### config.mk
export PLATFORM = sky130hd
export DESIGN_NAME = uart_tx_fifo
export DESIGN_NICKNAME = d
export VERILOG_FILES = /design/src/rtl/uart_tx_fifo.sv
export SDC_FILE = /design/constraint.sdc
export NUM_CORES = 1
export LEC_CHECK = 0
export CORE_MARGIN = 2
export CORE_UTILIZATION = 50
export DETAILED_ROUTE_END_ITERATION = 8
export PLACE_DENSITY_LB_ADDON = 0.08
export RECOVER_POWER = 25
export REMOVE_ABC_BUFFERS = 1
export SLEW_MARGIN = 10
export SYNTH_ARGS = -nofsm -noshare
export SYNTH_HDL_FRONTEND = slang
export SYNTH_SLANG_ARGS = --single-unit
### constraint.sdc
create_clock -name CLK100MHZ -period 2.45 [get_ports CLK100MHZ]
set_input_delay 0.49 -clock CLK100MHZ [delete_from_list [all_inputs] [get_ports CLK100MHZ]]
set_output_delay 0.49 -clock CLK100MHZ [all_outputs]
set_load 0.1 [all_outputs]
### src/rtl/uart_tx_fifo.sv
// uart_tx_fifo: FIFO-buffered UART transmitter, 5..9 data bits, 1 or 2 stop bits.
// Parity bit is compiled in only when UART_TX_PARITY_EN is defined.
module uart_tx_fifo #(
  parameter int DATA_BITS    = 8,
  parameter int CLKS_PER_BIT = 868,
  parameter int FIFO_DEPTH   = 4,
  parameter int STOP_BITS    = 1,
  parameter int PARITY_ODD   = 0
) (
  input  logic                        CLK100MHZ,
  input  logic                        reset_n,
  input  logic [DATA_BITS-1:0]        in_data,
  input  logic                        in_valid,
  output logic                        in_ready,
  output logic                        TXD,
  output logic                        busy,
  output logic                        frame_done,
  output logic [$clog2(FIFO_DEPTH):0] fifo_count
);

  localparam int AW = $clog2(FIFO_DEPTH);
  localparam int CW = $clog2(CLKS_PER_BIT);
  localparam int BW = 4;

  if (DATA_BITS < 5 || DATA_BITS > 9) begin : g_bad_db
    $error("DATA_BITS must be 5..9");
  end
  if (CLKS_PER_BIT < 2) begin : g_bad_cpb
    $error("CLKS_PER_BIT must be >= 2");
  end
  if (FIFO_DEPTH < 2 || (1 << AW) != FIFO_DEPTH) begin : g_bad_fd
    $error("FIFO_DEPTH must be a power of 2, >= 2");
  end
  if (STOP_BITS < 1 || STOP_BITS > 2) begin : g_bad_sb
    $error("STOP_BITS must be 1 or 2");
  end
  if (PARITY_ODD < 0 || PARITY_ODD > 1) begin : g_bad_po
    $error("PARITY_ODD must be 0 or 1");
  end

`ifdef UART_TX_PARITY_EN
  typedef enum logic [2:0] {
    IDLE, START, DATA, PARITY, STOP
  } state_t;
`else
  typedef enum logic [2:0] {
    IDLE, START, DATA, STOP
  } state_t;
`endif

  state_t state_q, state_d;

  logic [DATA_BITS-1:0] mem [FIFO_DEPTH];
  logic [AW-1:0]        wr_ptr, rd_ptr;

  logic [CW-1:0]        baud_q, baud_d;
  logic [BW-1:0]        bit_q, bit_d;
  logic [DATA_BITS-1:0] shreg_q, shreg_d;
  logic                 txd_q, txd_d;
`ifdef UART_TX_PARITY_EN
  logic                 par_q, par_d;
`endif

  logic push, pop, bit_end, last_stop;

  assign in_ready   = fifo_count < (AW+1)'(FIFO_DEPTH);
  assign push       = in_valid && in_ready;
  assign bit_end    = baud_q == CW'(CLKS_PER_BIT-1);
  assign last_stop  = (state_q == STOP) && bit_end &&
                      (bit_q == BW'(STOP_BITS-1));
  assign pop        = (fifo_count != '0) &&
                      ((state_q == IDLE) || last_stop);
  assign frame_done = last_stop;
  assign busy       = state_q != IDLE;
  assign TXD        = txd_q;

  always_ff @(posedge CLK100MHZ) begin
    if (push) mem[wr_ptr] <= in_data;
  end

  always_ff @(posedge CLK100MHZ or negedge reset_n) begin
    if (!reset_n) begin
      wr_ptr     <= '0;
      rd_ptr     <= '0;
      fifo_count <= '0;
    end else begin
      if (push) wr_ptr <= wr_ptr + 1'b1;
      if (pop)  rd_ptr <= rd_ptr + 1'b1;
      unique case ({push, pop})
        2'b10:   fifo_count <= fifo_count + 1'b1;
        2'b01:   fifo_count <= fifo_count - 1'b1;
        default: fifo_count <= fifo_count;
      endcase
    end
  end

  always_ff @(posedge CLK100MHZ or negedge reset_n) begin
    if (!reset_n) begin
      state_q <= IDLE;
      baud_q  <= '0;
      bit_q   <= '0;
      shreg_q <= '0;
      txd_q   <= 1'b1;
`ifdef UART_TX_PARITY_EN
      par_q   <= 1'b0;
`endif
    end else begin
      state_q <= state_d;
      baud_q  <= baud_d;
      bit_q   <= bit_d;
      shreg_q <= shreg_d;
      txd_q   <= txd_d;
`ifdef UART_TX_PARITY_EN
      par_q   <= par_d;
`endif
    end
  end

  // A pop always starts a fresh frame, whether from IDLE or the final stop cycle
  always_comb begin
    state_d = state_q;
    baud_d  = bit_end ? '0 : baud_q + 1'b1;
    bit_d   = bit_q;
    shreg_d = shreg_q;
    txd_d   = txd_q;
`ifdef UART_TX_PARITY_EN
    par_d   = par_q;
`endif
    if (pop) begin
      state_d = START;
      baud_d  = '0;
      bit_d   = '0;
      shreg_d = mem[rd_ptr];
      txd_d   = 1'b0;
`ifdef UART_TX_PARITY_EN
      par_d   = (^mem[rd_ptr]) ^ (PARITY_ODD != 0);
`endif
    end else begin
      unique case (state_q)
        IDLE: begin
          baud_d = '0;
          txd_d  = 1'b1;
        end
        START: if (bit_end) begin
          state_d = DATA;
          bit_d   = '0;
          txd_d   = shreg_q[0];
          shreg_d = shreg_q >> 1;
        end
        DATA: if (bit_end) begin
          if (bit_q == BW'(DATA_BITS-1)) begin
            bit_d   = '0;
`ifdef UART_TX_PARITY_EN
            state_d = PARITY;
            txd_d   = par_q;
`else
            state_d = STOP;
            txd_d   = 1'b1;
`endif
          end else begin
            bit_d   = bit_q + 1'b1;
            txd_d   = shreg_q[0];
            shreg_d = shreg_q >> 1;
          end
        end
`ifdef UART_TX_PARITY_EN
        PARITY: if (bit_end) begin
          state_d = STOP;
          bit_d   = '0;
          txd_d   = 1'b1;
        end
`endif
        STOP: if (bit_end) begin
          if (bit_q == BW'(STOP_BITS-1)) begin
            state_d = IDLE;
          end else begin
            bit_d = bit_q + 1'b1;
          end
        end
        default: begin
          state_d = IDLE;
          txd_d   = 1'b1;
        end
      endcase
    end
  end

endmodule

# Word level (Yosys, flattened, before mapping)
# Memory sizes are Yosys's and may differ from the RTL's.
# Cells that the tools add are included.
[classes]
add_sub_neg = 6
magnitude_cmp = 1
eq_ne = 16
mux = 30
n_reduce_logical = 16
[op_table]
columns = ["cell", "count"]
rows = [
  ["$mux 8", 4],
  ["$mux 10", 3],
  ["$mux 4", 6],
  ["$mux 3", 6],
  ["$ne 3x3->1 const B", 6],
  ["$pmux 8 s2", 1],
  ["$pmux 3 s4", 1],
  ["$pmux 4 s3", 1],
  ["$add 10x1->10 const B", 1],
  ["$eq 10x10->1 const B", 1],
  ["$reduce_bool 3->1", 3],
  ["$eq 3x2->1 const B", 2],
  ["$mux 1", 6],
  ["$pmux 3 s2", 1],
  ["$reduce_and 6->1", 1],
  ["$reduce_and 5->1", 1],
  ["$add 2x1->2 const B", 2],
  ["$add 4x1->4 const B", 1],
  ["$eq 4x3->1 const B", 1],
  ["$logic_and 1x1->1", 4],
  ["$logic_not 4->1", 1],
  ["$ne 2x2->1 const B", 2],
  ["$reduce_and 4->1", 1],
  ["$reduce_bool 4->1", 1],
  ["other kinds (12)", 12],
]
[word_totals]
reg_bits = 33
ram_bits = 32
in_bits = 11
elab_cells = 78
n_memories = 1
[mem_list]
columns = ["memory", "depth", "word_bits", "read_ports", "rd_clocked_by_memory_dff", "write_ports", "line", "rtl"]
rows = [
  ["mem", 4, 8, 1, 0, 1, "53", "logic [DATA_BITS-1:0] mem [FIFO_DEPTH];"],
]

# Logic depth before layout (Yosys ltp)
# Gate-level depths: netlist of the first run.
[logic_depth]
word_depth = 7
depth_mapped = 12

# Least setup slack after synthesis of the first run
# OpenSTA, ideal clock, no wires.
[synth_timing]
kind = "reg-to-reg"
start = "reg state_q[0]"
end = "reg fifo_count[2]"
setup_time_ns = 0.156
arrival_time_ns = 2.487
slack_ns = -0.194
path_stages_with_launch = 13
cell_sequence = "dfrtp_1 -> ha_1 -> buf_2 -> nor4bb_1 -> and4_4 -> o21bai_4 -> inv_2 -> ha_1 -> inv_1 -> fa_1 -> xor2_1 -> nor2_1 -> xnor2_1"
[synth_via]
elab_chain_len = 7
[synth_rtl]
columns = ["item", "line", "rtl"]
rows = [
  ["from (decl)", "51", "state_t state_q, state_d;"],
  ["from (signal assigned)", "108", "state_q <= state_d;"],
  ["$eq 3x2->1 (*)", "69", "assign last_stop = (state_q == STOP) && bit_end &&"],
  ["$logic_and 1x1->1 (*) (2 in a row)", "69", ""],
  ["net frame_done", "17", "output logic frame_done,"],
  ["$logic_or 1x1->1 (*)", "72", "((state_q == IDLE) || last_stop);"],
  ["$logic_and 1x1->1 (*)", "71", "assign pop = (fifo_count != '0) &&"],
  ["$eq 2x1->1 or $eq 2x2->1 (tied branches)", "89", "unique case ({push, pop})"],
  ["$pmux 3 s2 or $reduce_bool 2->1 (tied branches)", "n/a", ""],
  ["to (signal assigned)", "90", "2'b10: fifo_count <= fifo_count + 1'b1;"],
  ["to (signal assigned)", "91", "2'b01: fifo_count <= fifo_count - 1'b1;"],
  ["to (signal assigned)", "92", "default: fifo_count <= fifo_count;"],
  ["to (decl)", "18", "output logic [$clog2(FIFO_DEPTH):0] fifo_count"],
]
# The timed path passes the listed nets; every way through them passes the cells marked *.
# A chain may end at the register's enable or synchronous reset.

# Worst setup path in the final report of the first run
[layout_timing]
start = "reg state_q[0]"
end = "reg fifo_count[2]"
[layout_via]
elab_chain_len = 7
[layout_rtl]
columns = ["item", "line"]
rows = [
  ["$eq 3x2->1", "69"],
  ["$logic_and 1x1->1 (2 in a row)", "69"],
  ["$logic_or 1x1->1 (*)", "72"],
  ["$logic_and 1x1->1 (*)", "71"],
  ["$eq 2x1->1 or $eq 2x2->1 (tied branches)", "89"],
  ["$pmux 3 s2 or $reduce_bool 2->1 (tied branches)", "n/a"],
]
# Mark *: on every way between the ends. The rest lies on a longest branch, timed or not.

==> results.sh, run 1 <==
export IMPL_overflow=0
export IMPL_drc=0
export IMPL_gp_congestion=0.791
export IMPL_synth_async_sr_flop_share=0.500
export IMPL_first_pass_iters=4
export IMPL_die_h_um=81.3
export IMPL_ys_flop_type="edfxtp_1"
export IMPL_place_ws_ps=48.5
export IMPL_leakage_nw=1.41
export IMPL_core_sq_um=5850
export IMPL_power_density_nw_per_um2=1250
export IMPL_ys_seq_area_frac=0.590
export IMPL_cts_made_buffers=9
export IMPL_slew_headroom=0.450
export IMPL_grt_pass1_wl_um=8520
export IMPL_grt_max_degree=33
export IMPL_layout_drive_gt1_share=0.204
export IMPL_cts_htree_levels=3
export IMPL_worst_pin_slew_ps=826
export IMPL_skew_ps=6.26
export IMPL_layout_nets=284
export IMPL_status="finished, final reports clean"
export IMPL_hp_class="flip-flop to flip-flop"
export IMPL_yosysTopAreaCell="edfxtp_1"
export IMPL_syn_area_per_cell_sq_um=13.1
export IMPL_setup_ws_ps=149
export IMPL_synth_edf_count=32
export IMPL_cts_sinks=64
export IMPL_cp_max_fo=4
export IMPL_clock_tree_root_cell="clkbuf_8"
export IMPL_ios=18
export IMPL_tns_ps=0
export IMPL_yosysMostFrequentCell="edfxtp_1"
export IMPL_grt_pass1_vias=1777
export IMPL_max_freq_ghz=0.435
export IMPL_cp_end_kind="flip-flop"
export IMPL_start_util=0.510
export IMPL_syn2layout_area_growth_pct=18.8
export IMPL_period_minus_slack_ps=2300
export IMPL_drt_total_wl_um=4960
export IMPL_cts_buffer_depth=2
export IMPL_cts_tree="done"
export IMPL_die_w_um=81.3
export IMPL_clk_pin_slew_ps=70
export IMPL_maxSlewViolCount=0
export IMPL_die_area_sq_um=6610
export IMPL_synth_area_leaders="edfxtp_1 (32%), dfrtp_1 (26%), mux4_2 (6.0%), ha_1 (5.0%), nor2_1 (2.9%)"
export IMPL_portBuffers=17
export IMPL_fin_crit_sh=0.939
export IMPL_antenna_cells=0
export IMPL_clock_latency_ps=330
export IMPL_synth_top_area_share=0.322
export IMPL_final_setup_viol_count=0
export IMPL_ir_drop_mv=0.702
export IMPL_rsz0062_at_grt="false"
export IMPL_yosys_warnings=0
export IMPL_drt_iter0_drc=116
export IMPL_routed_via_density=5.29
export IMPL_hold_violations=0
export IMPL_netlist_instances=228
export IMPL_row_count=28
export IMPL_synth_cell_type_count=49
export IMPL_cpMaxStageDelayCell="dfrtp_1"
export IMPL_ant_nets=0
export IMPL_layout_cells_non_filler=340
export IMPL_dp_cells=323
export IMPL_antenna_found_initial=0
export IMPL_vias=1798
export IMPL_drv_cap=0
export IMPL_gr_usage_all_layers=0.176
export IMPL_max_stage_delay_ps=400
export IMPL_worstPathRequired_ps=2710
export IMPL_post_route_util=0.607
export IMPL_ys_ff_latch=64
export IMPL_hpwlAfterDp_um=3480
export IMPL_arrival_ps=2560
export IMPL_crit_chain="ha_2 > nor4bb_4 > and4_4 > o21bai_4 > inv_2 > ha_4 > inv_1 > fa_1 > xor2_1 > nor2_1 > xnor2_1"
export IMPL_drt_wirelength_per_cell_um=14.6
export IMPL_hold_ws_ps=467
export IMPL_syn_area_sq_um=2990
export IMPL_yosys_top_cells_count="edfxtp_1 (32), dfrtp_1 (31), nor2_1 (23), inv_1 (17), ha_1 (12)"
export IMPL_worstSetupStartpointType="flip-flop"
export IMPL_criticalPathCategory="flip-flop to flip-flop"
## report_power, final
part / switching [mW] / leakage, nW / total (mW) / internal, mW
Combinational: 1.13 / 0.626 / 1.89 / 0.762
Sequential: 0.232 / 0.688 / 1.65 / 1.42
Clock: 0.433 / 0.0925 / 0.911 / 0.478
Total: 1.80 / 1.41 / 4.45 / 2.66
## worst max-delay path: cells and delay by family, from the launching register on
family / cells / cell delay [ps]
DFF: 1 / 400
AOI/OAI and AO/OA: 1 / 60
buffers and inverters: 2 / 120
xor gates and xnor gates: 2 / 280
and+or+nand+nor: 3 / 690
adders and majority gates: 3 / 700
## metal layers
metal | vias up | global-route usage | part of all wire
met5 | - | 0 | 0
met4 | 0 | 0.0661 | 0.0095
met3 | 4 | 0.0533 | 0.036
met2 | 40 | 0.266 | 0.48
met1 | 866 | 0.240 | 0.47
li1 | 888 | - | -
## what timing repair did
action / in CTS / in global routing
hold buffers: 0 / 0
setup endpoints to repair: 0 / 1
buffers inserted: 0 / 1
gates resized for setup: 0 / 6
## layout by cell type (no fill, tap or decap), types with 2 or more instances in the layout
cell type        netlist  layout
nor3b_2                1       2
dlygate4sd3_1          0       8
xnor2_1                9       9
clkdlybuf4s50_1        0       2
inv_1                 17      17
mux2i_1                7       7
inv_6                  0       2
nor2b_1                2       2
buf_12                 0       2
dfrtp_1               31      31
a211o_1                2       2
nand3_1                7       7
clkinvlp_4             0       3
edfxtp_1              32      32
and4_1                 2       2
o21ai_0                6       6
a21oi_1                8       8
xor2_1                 5       5
clkbuf_8               0       9
nand3b_1               2       2
ha_1                  12      10
o31ai_1                2       2
nor2_1                23      23
buf_4                  0      15
and3_1                 3       3
nand2_1                7       7
mux4_2                 8       8
a21o_1                 2       2
and2_1                 5       5
o21ai_1                3       3
o22ai_1                2       2
## state kept, by name, summed over array words and instances, names as in the netlist
register,count
shreg_q,8
baud_q,10
fifo_count,3
bit_q,4
TXD,1
wr_ptr,2
mem,32
rd_ptr,2
state_q,2
## final cells by class
cell class                      instances  area, sq um
Clock buffer                            9          124
Fill cell                             467         2300
Sequential cell                        64         1760
Inverter                               18         67.6
Clock inverter                          7         78.8
Timing Repair Buffer                   28          258
Multi-Input combinational cell        139         1160
Tap cell                               75         93.8
## worst paths after layout
kind	from	to	slack (ps)	depth (start not counted)
worst max-delay path	state_q[0]$_DFFE_PN0P_	fifo_count[2]$_DFFE_PN0P_	150	11
max in group asynchronous	reset_n	shreg_q[1]$_DFFE_PN0P_	1220	2
worst min-delay path	TXD$_DFFE_PN1P_	TXD$_DFFE_PN1P_	470	2
worst min register to register	TXD$_DFFE_PN1P_	TXD$_DFFE_PN1P_	470	2
worst max register to register	state_q[0]$_DFFE_PN0P_	fifo_count[2]$_DFFE_PN0P_	150	11
min in group asynchronous	reset_n	fifo_count[1]$_DFFE_PN0P_	710	2
## cell families (layout without fill, tap and decap cells)
kind of cell               after synthesis  count (layout)  share of synthesized area
AOI/OAI and AO/OA                       34              34                     0.0817
xor gates and xnor gates                14              14                     0.0411
adders and majority gates               13              13                     0.0570
buffers and inverters                   25              62                     0.0318
DFF                                     64              64                      0.590
muxes                                   15              15                     0.0838
and+or+nand+nor                         63              63                      0.114
## through the flow
stage | instance area (sq um) | power, mW
2_1_floorplan | 2960 | 3.04
3_3_place_gp | 3310 | 3.51
5_1_grt | 3550 | 4.77
6_report | 3550 | 4.45
4_1_cts | 3510 | 4.47
3_5_place_dp | 3310 | 3.55
(Power assumes the default switching activity.)
==> run 2, diff against run 1 <==
- GPL_TIMING_DRIVEN: not set -> 0
==> run 2 against run 1 <==
  * The run now ends with max-capacitance violations, max-slew violations left
  * Power grew 4.9%
  * Utilization up 0.98 points
  * Critical path depth unchanged
  * Combinational power is 4% higher
  * Clock skew grew 2.1 ps
  * Highest routed layer unchanged
  * First-iteration DRC count fell by 41%
  * Via count increased by 1.6%
  * Clock power increased by 14%
==> results.sh, run 2 (synthesis gave the netlist of run 1 again) <==
export IMPL_cp_top_family="simple AND/OR/NAND/NOR gates"
export IMPL_clock_tree_root_cell="clkbuf_8"
export IMPL_ir_drop_mv=0.767
export IMPL_syn2layout_area_growth_pct=20.7
export IMPL_crit_buf_inv=2
export IMPL_crit_chain="ha_4 > nor4bb_4 > and4_4 > o21bai_4 > inv_2 > ha_2 > inv_1 > fa_2 > xor2_1 > nor2_1 > xnor2_1"
export IMPL_status="finished with violations"
export IMPL_layout_nets=287
export IMPL_hpwlAfterDp_um=3400
export IMPL_top_register="mem"
export IMPL_cts_tree="done"
export IMPL_antenna_found_initial=0
export IMPL_largest_reg_flops=32
export IMPL_worstPathRequired_ps=2710
export IMPL_gp_congestion=0.721
export IMPL_die_h_um=81.3
export IMPL_drt_total_wl_um=5400
export IMPL_overflow=0
export IMPL_grt_pass1_wl_um=9140
export IMPL_violations="max-capacitance violations, max-slew violations"
export IMPL_cts_htree_levels=3
export IMPL_setup_ws_ps=133
export IMPL_cts_buffer_depth=2
export IMPL_routed_via_density=5.32
export IMPL_final_cell_mix="edfxtp_1 (32), dfrtp_1 (30), nor2_1 (23), inv_1 (17), buf_4 (13)"
export IMPL_row_count=28
export IMPL_worst_pin_slew_ps=1720
export IMPL_power_density_nw_per_um2=1300
export IMPL_slew_headroom=-0.144
export IMPL_drc=0
export IMPL_start_util=0.510
export IMPL_cp_max_fo=3
export IMPL_leakage_nw=1.45
export IMPL_final_area_sq_um=3610
export IMPL_die_area_sq_um=6610
export IMPL_dp_cells=313
export IMPL_gr_usage_all_layers=0.189
export IMPL_fin_crit_sh=0.946
export IMPL_drt_iter0_drc=68
export IMPL_holdBufCountCts=0
export IMPL_criticalPathCategory="flip-flop to flip-flop"
export IMPL_max_stage_delay_ps=410
export IMPL_clock_latency_ps=340
export IMPL_max_freq_ghz=0.432
export IMPL_core_sq_um=5850
export IMPL_cp_end_kind="flip-flop"
export IMPL_cpMaxStageDelayCell="dfrtp_1"
export IMPL_hp_class="flip-flop to flip-flop"
export IMPL_place_ws_ps=-491
export IMPL_ant_nets=0
export IMPL_final_common_cell="edfxtp_1"
export IMPL_drt_wirelength_per_cell_um=15.7
export IMPL_cts_sinks=64
export IMPL_drv_cap=1
export IMPL_antenna_cells=0
export IMPL_hold_violations=0
export IMPL_clk_pin_slew_ps=80
export IMPL_ios=18
export IMPL_die_w_um=81.3
export IMPL_grt_pass1_vias=1910
export IMPL_grt_max_degree=33
export IMPL_layout_cells_non_filler=343
export IMPL_largest_registers="mem (32), baud_q (10), shreg_q (8)"
export IMPL_worstSetupStartpointType="flip-flop"
export IMPL_period_minus_slack_ps=2320
export IMPL_final_setup_viol_count=0
export IMPL_rsz0062_at_grt="false"
export IMPL_maxSlewViolCount=33
export IMPL_arrival_ps=2580
export IMPL_postPlaceCellArea_sq_um=3220
export IMPL_layout_drive_gt1_share=0.205
export IMPL_vias=1826
export IMPL_skew_ps=8.39
export IMPL_cts_made_buffers=9
export IMPL_first_pass_iters=4
export IMPL_portBuffers=17
[run 2: changes by cell type in the layout (fill, tap and decap cells not counted), sizes merged, moves of 3 or more]
| cell | change |
|---|---|
| clkdlybuf4s50 | +6 |
| dlygate4sd2 | +3 |
| dlygate4sd3 | -7 |
| buf | -3 |
[run 2: final timing paths]
check | start | to | slack [ps] | cells after the start
worst min-delay path | TXD$_DFFE_PN1P_ | TXD$_DFFE_PN1P_ | 490 | 2
max in group asynchronous | reset_n | state_q[0]$_DFFE_PN0P_ | 750 | 1
min in group asynchronous | reset_n | state_q[1]$_DFFE_PN0P_ | 590 | 1
worst max-delay path | baud_q[1]$_DFF_PN0_ | fifo_count[2]$_DFFE_PN0P_ | 130 | 11
worst min register to register | TXD$_DFFE_PN1P_ | TXD$_DFFE_PN1P_ | 490 | 2
worst max register to register | baud_q[1]$_DFF_PN0_ | fifo_count[2]$_DFFE_PN0P_ | 130 | 11
[run 2: worst register-to-register path: cells and delay by family, from the launching register on]
| kind | cells | cell delay (ps) |
|---|---|---|
| AOI/OAI and AO/OA | 1 | 90 |
| adders and majority gates | 3 | 660 |
| buffers and inverters | 2 | 120 |
| xor gates and xnor gates | 2 | 280 |
| DFF | 1 | 410 |
| and+or+nand+nor | 3 | 670 |
[run 2: power by group]
group	leakage, nW	total, mW	internal [mW]	switching, mW
clock network	0.112	1.04	0.585	0.452
registers	0.687	1.66	1.42	0.243
logic	0.648	1.97	0.793	1.18
[run 2: area by class of cell]
cell class | instances | area, sq um
fill | 472 | 2240
sequential | 64 | 1760
multi-input combinational | 140 | 1200
timing repair buffer | 30 | 255
clock buffer | 9 | 124
clock inverter | 7 | 105
tap | 75 | 93.8
inverter | 18 | 67.6
[run 2: routing by layer]
metal	up-vias	wire length [um]	global-route usage
li1	890	-	-
met1	902	2520	0.242
met2	25	2630	0.311
met3	9	158	0.0411
met4	0	87	0.0814
met5	-	0	0
[run 2: metrics by stage]
| stage | setup TNS [ps] | util | hold slack (ps) | total power, mW |
|---|---|---|---|---|
| 2_1_floorplan | -464 | - | 194 | 3.04 |
| 3_3_place_gp | -1290 | 0.551 | 471 | 3.44 |
| 3_5_place_dp | -1430 | 0.550 | 474 | 3.47 |
| 4_1_cts | -28.4 | 0.602 | 221 | 4.60 |
| 5_1_grt | 0 | 0.616 | 525 | 4.99 |
| 6_report | 0 | 0.616 | 493 | 4.67 |
[run 2: timing repair]
| action | 4_1_cts | 5_1_grt |
|---|---|---|
| cloned | 1 | 0 |
| endpoints found under the hold margin | 0 | 0 |
| setup endpoints to repair | 9 | 5 |
| pin swaps | 2 | 6 |
| gates resized for setup | 16 | 11 |
| setup buffers | 6 | 7 |
